<file path="config.mk">
export PLATFORM = sky130hd
export DESIGN_NAME = can_frame_rx
export DESIGN_NICKNAME = d
export VERILOG_FILES = /design/src/rtl/can_frame_rx.sv
export SDC_FILE = /design/constraint.sdc
export NUM_CORES = 1
export LEC_CHECK = 0
export ABC_CLOCK_PERIOD_IN_PS = 2700
export BUFFER_PORTS_ARGS = -buffer_cell sky130_fd_sc_hd__buf_2
export CORE_UTILIZATION = 36
export DETAILED_ROUTE_END_ITERATION = 8
export GPL_ROUTABILITY_DRIVEN = 0
export PLACE_DENSITY = 0.6
export RECOVER_POWER = 100
export SLEW_MARGIN = 20
export SYNTH_ARGS = -nofsm -noshare
export SYNTH_HDL_FRONTEND = slang
export SYNTH_SLANG_ARGS = --single-unit
</file>
<file path="constraint.sdc">
create_clock -name can_clk -period 2.7 [get_ports can_clk]
set_input_delay 0.54 -clock can_clk [delete_from_list [all_inputs] [get_ports can_clk]]
set_output_delay 0.54 -clock can_clk [all_outputs]
set_load 0.02 [all_outputs]
</file>
<file path="src/rtl/can_frame_rx.sv">
// Simplified CAN standard-frame receiver: one bus bit per can_clk, no stuffing.
// Frame visible one cycle after the last EOF bit; a full holding register drops new frames (rx_overrun).
module can_frame_rx #(
   parameter int CHECK_CRC      = 0,
   parameter int IDLE_RECESSIVE = 7
) (
   input  logic        can_clk,
   input  logic        reset,
   input  logic        can_hi_in,
   input  logic        can_lo_in,
   input  logic        rx_ready,
   output logic        rx_valid,
   output logic [10:0] rx_id,
   output logic [3:0]  rx_dlc,
   output logic [63:0] rx_data,
   output logic [14:0] rx_crc,
   output logic        rx_error,
   output logic [1:0]  rx_err_code,
   output logic        rx_overrun,
   output logic        busy
);

   typedef enum logic [3:0] {
      S_IDLE, S_ID, S_CTRL, S_DLC, S_DATA, S_CRC, S_TAIL, S_EOF, S_ERR
   } state_t;

   state_t      state, state_nxt;
   logic [6:0]  cnt, cnt_nxt;
   logic [10:0] id_sr;
   logic [3:0]  dlc_sr;
   logic [63:0] data_sr;
   logic [14:0] crc_sr;
   logic [14:0] crc_calc;

   logic        rx_bit;
   logic        bad_bit;
   logic [3:0]  nbytes;
   logic [6:0]  data_bits;
   logic [3:0]  dlc_full;
   logic [14:0] crc_full;
   logic [14:0] crc_step;
   logic        err;
   logic [1:0]  err_code_nxt;
   logic        frame_done;

   assign rx_bit    = can_lo_in;
   assign bad_bit   = (can_hi_in == can_lo_in);
   assign nbytes    = dlc_sr[3] ? 4'd8 : dlc_sr;
   assign data_bits = {nbytes, 3'b000};
   assign dlc_full  = {dlc_sr[2:0], rx_bit};
   assign crc_full  = {crc_sr[13:0], rx_bit};
   assign crc_step  = {crc_calc[13:0], 1'b0} ^ ((rx_bit ^ crc_calc[14]) ? 15'h4599 : 15'h0000);
   assign busy      = (state != S_IDLE);

   always_comb begin
      state_nxt    = state;
      cnt_nxt      = cnt + 7'd1;
      err          = 1'b0;
      err_code_nxt = 2'd0;
      frame_done   = 1'b0;
      case (state)
         S_IDLE: begin
            cnt_nxt = 7'd0;
            if (!bad_bit && !rx_bit) state_nxt = S_ID;
         end
         S_ID: if (cnt == 7'd10) state_nxt = S_CTRL;
         S_CTRL: begin
            if (rx_bit) begin
               err          = 1'b1;
               err_code_nxt = 2'd2;
            end else if (cnt == 7'd1) begin
               state_nxt = S_DLC;
            end
         end
         S_DLC: if (cnt == 7'd3) state_nxt = (dlc_full == 4'd0) ? S_CRC : S_DATA;
         S_DATA: if (cnt == data_bits - 7'd1) state_nxt = S_CRC;
         S_CRC: begin
            if (cnt == 7'd14) begin
               if (CHECK_CRC != 0 && crc_full != crc_calc) begin
                  err          = 1'b1;
                  err_code_nxt = 2'd3;
               end else begin
                  state_nxt = S_TAIL;
               end
            end
         end
         S_TAIL: begin
            // delimiter, ACK slot, delimiter: 1,0,1
            if (rx_bit != (cnt != 7'd1)) begin
               err          = 1'b1;
               err_code_nxt = 2'd2;
            end else if (cnt == 7'd2) begin
               state_nxt = S_EOF;
            end
         end
         S_EOF: begin
            if (!rx_bit) begin
               err          = 1'b1;
               err_code_nxt = 2'd2;
            end else if (cnt == 7'd6) begin
               state_nxt  = S_IDLE;
               frame_done = 1'b1;
            end
         end
         S_ERR: begin
            if (bad_bit || !rx_bit)                       cnt_nxt   = 7'd0;
            else if (cnt == 7'(IDLE_RECESSIVE - 1))       state_nxt = S_IDLE;
         end
         default: state_nxt = S_IDLE;
      endcase

      if (state != S_IDLE && state != S_ERR && bad_bit) begin
         err          = 1'b1;
         err_code_nxt = 2'd1;
      end
      if (err) begin
         state_nxt  = S_ERR;
         frame_done = 1'b0;
      end
      if (state_nxt != state) cnt_nxt = 7'd0;
   end

   always_ff @(posedge can_clk) begin
      if (!reset) begin
         state       <= S_IDLE;
         cnt         <= 7'd0;
         id_sr       <= 11'd0;
         dlc_sr      <= 4'd0;
         data_sr     <= 64'd0;
         crc_sr      <= 15'd0;
         crc_calc    <= 15'd0;
         rx_valid    <= 1'b0;
         rx_id       <= 11'd0;
         rx_dlc      <= 4'd0;
         rx_data     <= 64'd0;
         rx_crc      <= 15'd0;
         rx_error    <= 1'b0;
         rx_err_code <= 2'd0;
         rx_overrun  <= 1'b0;
      end else begin
         state      <= state_nxt;
         cnt        <= cnt_nxt;
         rx_error   <= err;
         rx_overrun <= 1'b0;
         if (err) rx_err_code <= err_code_nxt;

         case (state)
            S_IDLE: begin
               if (state_nxt == S_ID) begin
                  id_sr    <= 11'd0;
                  dlc_sr   <= 4'd0;
                  data_sr  <= 64'd0;
                  crc_sr   <= 15'd0;
                  crc_calc <= 15'd0;
               end
            end
            S_ID: begin
               id_sr    <= {id_sr[9:0], rx_bit};
               crc_calc <= crc_step;
            end
            S_CTRL: crc_calc <= crc_step;
            S_DLC: begin
               dlc_sr   <= dlc_full;
               crc_calc <= crc_step;
            end
            S_DATA: begin
               // byte cnt/8 lands at rx_data[8*i+:8], first bit in its MSB
               data_sr[{cnt[5:3], ~cnt[2:0]}] <= rx_bit;
               crc_calc <= crc_step;
            end
            S_CRC: crc_sr <= crc_full;
            default: ;
         endcase

         if (frame_done && (!rx_valid || rx_ready)) begin
            rx_valid <= 1'b1;
            rx_id    <= id_sr;
            rx_dlc   <= dlc_sr;
            rx_data  <= data_sr;
            rx_crc   <= crc_sr;
         end else begin
            if (frame_done)            rx_overrun <= 1'b1;
            if (rx_valid && rx_ready)  rx_valid   <= 1'b0;
         end
      end
   end

endmodule

</file>
* Word level (Yosys, flattened, before mapping)
Cells that the tools add are included.
** Storage, ports and cells
- Register bits after elaboration :: 204
- Word-level logic and storage cells :: 113
** Cells by class
- Add/subtract/negate cells :: 2
- Magnitude comparators :: 2
- Equal/unequal tests :: 22
- Multiplexer cells :: 46
- Bitwise operators :: 2
- Reduce and logical (&&, ||, !) cells :: 25
** Operator list (number)
- $pmux 64 s2 :: 1
- $bwmux 64 :: 1
- $mux 64 :: 1
- $mux 4 :: 15
- $pmux 4 s9 :: 1
- $pmux 15 s2 :: 1
- $pmux 11 s2 :: 1
- $eq 4x3->1 const B :: 4
- $mux 15 :: 1
- $eq 7x2->1 const B :: 2
- $eq 7x4->1 const B :: 2
- $pmux 7 s2 :: 1
- $mux 1 :: 13
- $mux 11 :: 1
- $reduce_bool 2->1 :: 5
- $eq 4x1->1 const B :: 2
- $eq 4x2->1 const B :: 2
- $logic_not 4->1 :: 2
- $mux 2 :: 4
- $pmux 4 s2 :: 1
- $reduce_and 2->1 :: 4
- $add 7x1->7 const B :: 1
- $eq 7x1->1 const B :: 1
- $eq 7x3->1 const B :: 1
- other kinds (22) :: 31

* Depth between registers and ports, before layout
Gate-level depths: netlist of the first run.
- Depth after elaboration :: 9
- Gate-level depth with buffers :: 11

* Worst setup path before layout of the first run
Ideal clock, no wire load.
- Path type :: in2reg
- From :: in can_hi_in
- To :: reg rx_data[20]
- Library setup time :: 0.116 ns
- Arrival time :: 2.378 ns
- Required time :: 2.584 ns
- Setup slack :: 0.206 ns
- Cell stages on the path :: 11
- Path buffers :: 3
- Cell sequence :: inv_1 -> ha_1 -> o21a_1 -> a41oi_2 -> nand4_2 -> or4_1 -> clkbuf_1 -> buf_6 -> buf_6 -> nand2_1 -> a21boi_1
** On the way
- Cells in the longest elaborated chain, start to end :: 5
** Ends and longest elaborated chain
- from (decl) :: RTL line 9 : input logic can_hi_in,
- $eq 1x1->1 :: RTL line 47 : assign bad_bit = (can_hi_in == can_lo_in);
- $logic_and 1x1->1 :: RTL line 112 : if (state != S_IDLE && state != S_ERR && bad_bit) begin
- $mux 1 :: RTL line 112
- $mux 1 :: RTL line 116 : if (err) begin
- $logic_and 1x1->1 :: RTL line 175 : if (frame_done && (!rx_valid || rx_ready)) begin
- to (signal assigned) :: RTL line 179 : rx_data <= data_sr;
- to (decl) :: RTL line 15 : output logic [63:0] rx_data,
Every way passes these cells.
A chain may end at the register's enable or synchronous reset.

* Worst setup path after layout of the first run
- From :: reg cnt[1]
- To :: reg rx_data[46]
** On the way
- Cells in the longest elaborated chain, start to end :: 7
** Ends and longest elaborated chain
- from (decl) :: RTL line 28 : logic [6:0] cnt, cnt_nxt;
- from (signal assigned) :: RTL line 142 : cnt <= cnt_nxt;
- $ne 7x1->1 :: RTL line 89 : if (rx_bit != (cnt != 7'd1)) begin
- $ne 1x1->1 :: RTL line 89
- $mux 1 :: RTL line 89
- $pmux 1 s3 :: RTL line 61 : case (state)
- $mux 1 :: RTL line 112
- $mux 1 (*) :: RTL line 116
- $logic_and 1x1->1 (*) :: RTL line 175
Every way passes the cells marked *; elsewhere a longest branch is shown, timed or not.

==> impl_metrics.toml, run 1 <==
[setup_path]
timing.critical_path.slowest_stage_cell = "or4_2"
regToRegEndpoint = "rx_data[46]"
worst_path_largest_cell_delay_ns = 0.73
worstPathCellList = "inv_1, ha_1, nor3b_4, a211o_1, nand4_2, or4_2, buf_12, nand2_1, a21boi_0"
worst_path_arrival_ns = 2.94
worst-r2r-cell-count = 9
cp-end-kind = "register"
r2r_start = "cnt[1]"
worst-endpoint-required_ns = 3.07
setup.reg_to_reg.worst_slack_ns = 0.13
worst_setup_path_start_kind = "register"
criticalPathCategory = "reg -> reg"
cp_max_fo = 61

[synthesis]
mappedNetlistNets = 1116
synth_area_leader_cell = "dfxtp_1"
postSynthRegisterBits = 204
post_synth_num_cell_types = 60
synthCells = 1105
synth-seq-area-share_pct = 45.6
syn-mean-instance-area_um2 = 8.11
ys_dominant_reg_cell = "dfxtp_1"
syn_area_um2 = 8960
synthTopCellsByArea = "dfxtp_1, nand2_1, a21boi_0"
yosys_warnings = 0
synth_async_sr_flop_share_pct = 0
synth-edff-count = 0
yosysTopAreaCellShare_pct = 45.6

[clock_tree]
ctsRootBufferMaster = "clkbuf_16"
number_of_cts_inserted_buffers = 23
clk_latency_ns = 0.50
cts.path.max_buffers = 3
cts.sinks = 204
clock_tree.htree_level_count = 1
clk_pin_slew_ns = 0.06
post_cts_sizing_count = 0
tritoncts_clock_tree = "done"
cts.repair_timing.setup_buffer_count = 0
hold_buffers = 0

[run_status]
result_of_the_run = "complete, no violations"

[sta]
transition_time_of_the_tightest_slew_check_pin_ns = 0.811
report.final.hold_viol_count = 0
drv_slew = 0
setup_ws_ns = 0.133
period_needed_ns = 2.57
fmax_mhz = 389
finalSetupTns_ns = 0
grt_setup_unrepaired = "false"
fin_crit_sh_pct = 95.1
setup_violations = 0
worst_slew_margin_rel_pct = 45.9
fin_hold_ws_ns = 0.432
finClkSkew_ns = 0.0119

[power_and_ir_drop]
power_density_nw_per_um2 = 595
vdd_drop_max_mv = 0.394
p_total_w = 0.00628
power_leakage_nw = 3.49

[job]
maxCapViolCount = 0

[finish]
antenna_cells = 0
layout.core_utilization_pct = 43.2
layout-drive-gt1-share_pct = 9.11
layout-area-overhead-vs-synth_pct = 17.7
final_nets = 1205

[global_routing]
global_route.usage.met2_pct = 27.2
grt_first_pass_wirelength_um = 37600
antenna_found_initial = 0
pin_count_of_the_biggest_net_entering_global_routing = 160
overflow = 0
global_route.usage.met3_pct = 2.81
track_usage_pct = 17.7
top_usage_layer = "met2"
grt_met1_use_pct = 25.4
grt_pass1_vias = 7277

[die]
die_x_um = 160
pin_count = 105
fp-row-count = 57
chipHeight_um = 160
coreArea_um2 = 24400
die-area_um2 = 25500
initial_utilization_pct = 36.7

[route]
wl_per_cell_um = 15.0
drtIter0Drc = 469
route.detailed.vias_per_inst = 5.05
detail_route.first_pass.iterations = 5
drt_drc_violations_left = 0
antenna_violating_nets_post_route = 0
drt_wl_total_um = 23000
routed-via-count = 7738

[placed_design]
buffer_ports.inserted = 104
pre_cts_ws_ns = -0.109
dpl.hpwl_um = 14700

[worst_hold_path]
hold_path.startpoint = "rx_ready"
holdPathStages = 3
timing.hold.worst.class = "in -> reg"
worstHoldEndpoint = "rx_overrun"
synthesized netlist by cell type (5+ instances only):
master    instances
ha_1              6
a21boi_1         78
nand2_1         298
a21oi_1          65
nor2b_1          12
a21boi_0        111
and3_1            6
nor2_1           16
inv_1             6
xnor2_1           6
dfxtp_1         204
clkbuf_1         71
nand3_1          37
a31oi_1           5
o21ai_0          67
and2_1            6
buf_2            16
xor2_1            7
nor3_1           15
buf_6             7
layer usage:
metal  vias to the layer above  share of wire (%)
li1                       3932                  -
met2                       166                 44
met1                      3602                 49
met3                        38                4.8
met5                         -                  0
met4                         0                1.9
registers in the layout (all words and copies together) (netlist names):
name         flops
rx_valid         1
id_sr           11
rx_data         64
state            4
rx_error         1
data_sr         64
crc_sr          15
rx_crc          15
rx_err_code      2
rx_id           11
rx_dlc           4
cnt              7
dlc_sr           4
rx_overrun       1
layout by cell type (no fill, tap or decap), drive strengths merged, types with 4 or more instances in the layout:
| master | n |
|---|---|
| xor2 | 7 |
| clkinv | 5 |
| o21ai | 68 |
| a21oi | 65 |
| nand2 | 298 |
| nor2 | 16 |
| and2 | 7 |
| nand3 | 37 |
| dfxtp | 204 |
| a21boi | 190 |
| inv | 6 |
| nor4 | 6 |
| and3 | 6 |
| xnor2 | 6 |
| nand2b | 4 |
| nor2b | 12 |
| ha | 6 |
| buf | 52 |
| or3b | 4 |
| a31oi | 5 |
| nor3 | 16 |
| clkbuf | 143 |
worst max-delay path: cells and delay by family, from the launching register on:
kind	cells	cell delay, ns
AND/OR/NAND/NOR	4	1.19
buffers and inverters	2	0.38
flip-flops	1	0.34
AO/OA/AOI/OAI	2	0.28
adder cells (fa/ha/maj)	1	0.23
worst max path at each step:
stage | cells after the start | end | from | slack [ns]
after global placement | 10 | rx_data[7] | can_hi_in | -0.05
after CTS | 9 | rx_data[14] | cnt[1] | 0.09
after global routing | 9 | rx_crc[6] | cnt[1] | 0.003
after detailed placement | 10 | rx_data[14] | can_hi_in | -0.11
after floorplan | 11 | rx_data[20] | can_hi_in | 0.21
final | 9 | rx_data[46] | cnt[1] | 0.13
cell families after synthesis:
kind of cell	after synthesis	synth area share [%]
xor gates and xnor gates	13	1.27
AOI/OAI and AO/OA	347	25.6
adders and majority gates	6	0.838
and+or+nand+nor	428	21.2
buffers and inverters	106	5.29
DFF	204	45.6
muxes	1	0.112
power breakdown:
| group | switching, W | internal (W) |
|---|---|---|
| Sequential | 0.00000994 | 0.00302 |
| Combinational | 0.000148 | 0.0000933 |
| Clock | 0.00120 | 0.00181 |
| Total | 0.00136 | 0.00492 |
through the flow:
step                      std cells  area (um2)
after global routing           1531       10500
after floorplan                1105        8960
after global placement         1493        9960
final                          1531       10500
after detailed placement       1493        9960
after CTS                      1531       10700
layout make-up:
cell class | count | area [um2]
fill | 2543 | 13800
clock buffer | 32 | 669
tap | 324 | 405
multi-input combinational | 795 | 4430
clock inverter | 6 | 57.6
inverter | 7 | 26.3
sequential | 204 | 4080
timing repair buffer | 163 | 875
Power figures use the tool's default switching activity.
==> run 2, diff against run 1 <==
--- a/config.mk
+++ b/config.mk
@@ -7,10 +7,10 @@
 export LEC_CHECK = 0
 export ABC_CLOCK_PERIOD_IN_PS = 2700
 export BUFFER_PORTS_ARGS = -buffer_cell sky130_fd_sc_hd__buf_2
-export CORE_UTILIZATION = 36
+export CORE_UTILIZATION = 58
 export DETAILED_ROUTE_END_ITERATION = 8
 export GPL_ROUTABILITY_DRIVEN = 0
-export PLACE_DENSITY = 0.6
+export PLACE_DENSITY = 0.85
 export RECOVER_POWER = 100
 export SLEW_MARGIN = 20
 export SYNTH_ARGS = -nofsm -noshare
==> run 2 against run 1 <==
Combinational power barely moved. Clock power shrank 4%. Largest cell class unchanged. Sequential cell count is the same. Sequential power is essentially flat. Critical endpoint is now rx_data[38].
==> impl_metrics.toml, run 2 (synthesis results as in run 1) <==
[die]
chipHeight_um = 126
fp-row-count = 45
coreArea_um2 = 15100
die_x_um = 126
pin_count = 105
die-area_um2 = 15900
initial_utilization_pct = 59.1

[sta]
worst_slew_margin_rel_pct = 51.2
finClkSkew_ns = 0.00718
setup_ws_ns = 0.130
drv_slew = 0
transition_time_of_the_tightest_slew_check_pin_ns = 0.731
report.final.hold_viol_count = 0
fin_crit_sh_pct = 95.2
fmax_mhz = 389
setup_violations = 0
grt_setup_unrepaired = "false"
period_needed_ns = 2.57

[clock_tree]
clk_pin_slew_ns = 0.06
clk_latency_ns = 0.48
hold_buffers = 0
post_cts_sizing_count = 0
clock_tree.htree_level_count = 1
ctsRootBufferMaster = "clkbuf_16"
cts.repair_timing.setup_buffer_count = 0
tritoncts_clock_tree = "done"
cts.path.max_buffers = 3
cts.sinks = 204
number_of_cts_inserted_buffers = 21

[finish]
final_nets = 1202
layout.core_utilization_pct = 68.4
antenna_cells = 0
layout-area-overhead-vs-synth_pct = 15.7
multi_input_comb_area_um2 = 4430
reg.largest.list = "data_sr (64), rx_data (64)"
nFillCells = 1244
register_area_um2 = 4080
leading_cell_type_in_the_layout_fill_and_taps_excluded = "nand2_1"
final_cell_mix = "nand2_1, dfxtp_1, a21boi_0, clkbuf_1, o21ai_0"
layout-drive-gt1-share_pct = 8.80

[route]
drt_drc_violations_left = 0
topRoutingLayerUsed = "met4"
detail_route.first_pass.iterations = 6
drt_wl_total_um = 21900
routed-wl-met3_um = 1670
wl_met1_um = 9860
antenna_violating_nets_post_route = 0
routed-via-count = 8120
route.detailed.vias_per_inst = 5.83
drtIter0Drc = 901
wl_per_cell_um = 15.7
route.met2.wl_um = 9900

[worst_hold_path]
timing.hold.worst.class = "in -> reg"

[job]
maxCapViolCount = 0

[setup_path]
worst_setup_path_start_kind = "register"
cp-end-kind = "register"
criticalPathCategory = "reg -> reg"
setup.reg_to_reg.worst_slack_ns = 0.13
cp_max_fo = 60
worstPathCellList = "ha_2, nor3b_4, a211o_1, nand4_2, or4_2, buf_6, nand2_1, a21boi_0"
worst_path_arrival_ns = 2.93
worst-endpoint-required_ns = 3.06
timing.critical_path.slowest_stage_cell = "or4_2"
worst_path_largest_cell_delay_ns = 0.72

[global_routing]
antenna_found_initial = 0
grt_pass1_vias = 7208
grt_first_pass_wirelength_um = 36000
overflow = 0
pin_count_of_the_biggest_net_entering_global_routing = 195
track_usage_pct = 27.2

[power_and_ir_drop]
power_density_nw_per_um2 = 594
power_leakage_nw = 3.48
vdd_drop_max_mv = 0.359

[placed_design]
buffer_ports.inserted = 104
dpl.hpwl_um = 13700
pre_cts_ws_ns = -0.0494

[run_status]
result_of_the_run = "complete, no violations"
run 2: report_power, final:
group / total (W) / internal, W / switching [W]
Clock: 0.00289 / 0.00172 / 0.00117
Sequential: 0.00303 / 0.00301 / 0.0000112
Combinational: 0.000240 / 0.0000949 / 0.000145
Total: 0.00615 / 0.00483 / 0.00132
run 2: layout make-up:
cell class | instances | share of cell area (%)
Clock inverter | 7 | 0.688
Inverter | 7 | 0.254
Multi-Input combinational cell | 795 | 42.8
Timing Repair Buffer | 162 | 8.51
Clock buffer | 30 | 6.07
Tap cell | 188 | 2.27
Sequential cell | 204 | 39.4
run 2: metrics by stage:
step                      total power [W]  hold slack, ns  instance area (um2)  TNS [ns]  std cells
after global routing              0.00635           0.414                10400         0       1393
after global placement            0.00332           0.428                 9820         0       1356
after CTS                         0.00618           0.388                10500         0       1393
after floorplan                   0.00325           0.432                 8960         0       1105
after detailed placement          0.00333           0.441                 9820    -0.771       1356
final                             0.00615           0.407                10400         0       1393
run 2: path summary, 6_finish.rpt:
check | start | end | cells after the start
worst max-delay path | cnt[0] | rx_data[38] | 8
worst min register to register | rx_err_code[1] | rx_err_code[1] | 2
worst max register to register | cnt[0] | rx_data[38] | 8
worst min-delay path | reset | state[1] | 3
run 2: worst max-delay path: cells and delay by family, from the launching register on:
| kind | cells | cell delay [ns] |
|---|---|---|
| AND/OR/NAND/NOR | 4 | 1.19 |
| flip-flops | 1 | 0.42 |
| adder cells (fa/ha/maj) | 1 | 0.25 |
| AO/OA/AOI/OAI | 2 | 0.28 |
| buffers and inverters | 1 | 0.26 |
run 2: metal layers:
| layer | vias to the layer above | global-route usage [%] |
|---|---|---|
| li1 | 3927 | - |
| met1 | 3784 | 39.3 |
| met2 | 358 | 43.0 |
| met3 | 51 | 3.31 |
| met4 | 0 | 7.37 |
| met5 | - | 0 |
==> run 3, diff against run 2 <==
--- a/config.mk
+++ b/config.mk
@@ -7,7 +7,9 @@
 export LEC_CHECK = 0
 export ABC_CLOCK_PERIOD_IN_PS = 2700
 export BUFFER_PORTS_ARGS = -buffer_cell sky130_fd_sc_hd__buf_2
-export CORE_UTILIZATION = 58
+export CELL_PAD_IN_SITES_DETAIL_PLACEMENT = 0
+export CELL_PAD_IN_SITES_GLOBAL_PLACEMENT = 1
+export CORE_UTILIZATION = 43
 export DETAILED_ROUTE_END_ITERATION = 8
 export GPL_ROUTABILITY_DRIVEN = 0
 export PLACE_DENSITY = 0.85
==> run 3 against run 2 <==
Critical path depth is the same. Design area grew 1.8%. Clock skew grew 0.0022 ns. Combinational power is essentially flat. Core utilization shrank 16 points. Non-clock buffer count grew 8. First-iteration DRC count shrank 36%. Die area grew 34%. Largest cell class unchanged.
==> impl_metrics.toml, run 3 (synthesis results as in run 1) <==
[die]
chipHeight_um = 146
die_x_um = 146
fp-row-count = 52
pin_count = 105
initial_utilization_pct = 44.1
coreArea_um2 = 20300
die-area_um2 = 21400

[sta]
fmax_mhz = 390
setup_ws_ns = 0.139
worst_slew_margin_rel_pct = 48.4
period_needed_ns = 2.56
setup_violations = 0
drv_slew = 0
fin_crit_sh_pct = 94.9
finClkSkew_ns = 0.00939
report.final.hold_viol_count = 0
transition_time_of_the_tightest_slew_check_pin_ns = 0.774

[route]
route.detailed.vias_per_inst = 5.32
wl_per_cell_um = 15.1
drt_drc_violations_left = 0
drtIter0Drc = 573
detail_route.first_pass.iterations = 4
antenna_violating_nets_post_route = 0
drt_wl_total_um = 22500
routed-via-count = 7899

[finish]
layout-area-overhead-vs-synth_pct = 17.7
multi_input_comb_area_um2 = 4420
antenna_cells = 0
leading_cell_type_in_the_layout_fill_and_taps_excluded = "nand2_1"
layout.core_utilization_pct = 51.9
reg.largest.list = "data_sr (64), rx_data (64)"
nFillCells = 2049
layout-drive-gt1-share_pct = 9.14
register_area_um2 = 4080
final_nets = 1211
final_cell_mix = "nand2_1, dfxtp_1, a21boi_0, clkbuf_1, o21ai_0"
stdcell_area_um2 = 10500
final_instance_count_without_filler_cells = 1484

[power_and_ir_drop]
vdd_drop_max_mv = 0.436
power.share.clock_pct = 47.6
power.combinational.fraction_pct = 3.9
sw_frac_of_total_pct = 21.4
p_switching_w = 0.00133
seqPwrFrac_pct = 48.5
power_density_nw_per_um2 = 591
cellInternalPower_w = 0.00490
p_total_w = 0.00623
power_leakage_nw = 3.52

[setup_path]
worst_path_arrival_ns = 2.97
criticalPathCategory = "reg -> reg"
cp-end-kind = "register"
worst_setup_path_start_kind = "register"
cp_max_fo = 7
worst-endpoint-required_ns = 3.11

[placed_design]
buffer_ports.inserted = 104
dpl.hpwl_um = 14300
dp_cells = 1445
pre_cts_ws_ns = -0.0473
dpl-instance-area_um2 = 9980

[global_routing]
antenna_found_initial = 0
pin_count_of_the_biggest_net_entering_global_routing = 167
track_usage_pct = 20.7
grt_pass1_vias = 7171
grt_first_pass_wirelength_um = 36700
overflow = 0

[clock_tree]
cts.sinks = 204
clk_latency_ns = 0.50
ctsRootBufferMaster = "clkbuf_16"
clk_pin_slew_ns = 0.06
hold_buffers = 0
number_of_cts_inserted_buffers = 22
clock_tree.htree_level_count = 1
tritoncts_clock_tree = "done"
cts.path.max_buffers = 3

[worst_hold_path]
timing.hold.worst.class = "in -> reg"

[run_status]
result_of_the_run = "complete, no violations"

[job]
maxCapViolCount = 0
run 3: cell types whose count changed in the layout (fill, tap and decap cells not counted), moves of 2 or more:
cell | previous run | this run
buf_4 | 39 | 49
clkbuf_1 | 109 | 113
clkbuf_16 | 21 | 23
clkbuf_2 | 3 | 1
clkbuf_8 | 7 | 5
clkinv_2 | 3 | 1
run 3: final cells by class:
class,count,area share (%)
Clock buffer,34,6.33
Clock inverter,4,0.487
Inverter,7,0.249
Multi-Input combinational cell,795,41.9
Sequential cell,204,38.7
Tap cell,270,3.20
Timing Repair Buffer,170,9.04
run 3: metrics by stage:
step	setup TNS, ns	hold WS, ns
6_report	0	0.430
3_5_place_dp	-0.581	0.432
5_1_grt	-0.0538	0.419
2_1_floorplan	0	0.432
4_1_cts	0	0.417
3_3_place_gp	0	0.429
run 3: power by group through the flow:
stage	registers (W)	logic, W	clock network [W]
6_report	0.00302	0.000243	0.00297
3_3_place_gp	0.00309	0.000244	0
5_1_grt	0.00302	0.000261	0.00316
2_1_floorplan	0.00309	0.000166	0
4_1_cts	0.00302	0.000244	0.00304
3_5_place_dp	0.00309	0.000244	0
run 3: worst paths after layout:
| path | start | endpoint | slack [ns] | cells after the start |
|---|---|---|---|---|
| worst min register to register | rx_err_code[1] | rx_err_code[1] | 0.44 | 2 |
| worst max-delay path | cnt[1] | cnt[3] | 0.14 | 8 |
| worst min-delay path | rx_ready | rx_overrun | 0.43 | 3 |
| worst max register to register | cnt[1] | cnt[3] | 0.14 | 8 |
run 3: layer usage:
metal	vias up	global-route usage, %	routed length (um)
met5	-	0	0
li1	3945	-	-
met3	35	2.91	1130
met1	3722	31.0	11200
met4	0	5.21	367
met2	197	30.9	9790
run 3: critical path, stage by stage (launching register included):
cell	delay (ns)
dfxtp_1	0.32
buf_4	0.15
ha_1	0.21
or3b_2	0.52
o311ai_2	0.33
o2111ai_2	0.20
a311oi_2	0.37
a21boi_2	0.18
nor3_1	0.20
run 3: timing repair:
action | in CTS | in global routing
setup endpoints to repair | 0 | 7
resized for setup | 0 | 2
buffers inserted | 0 | 1
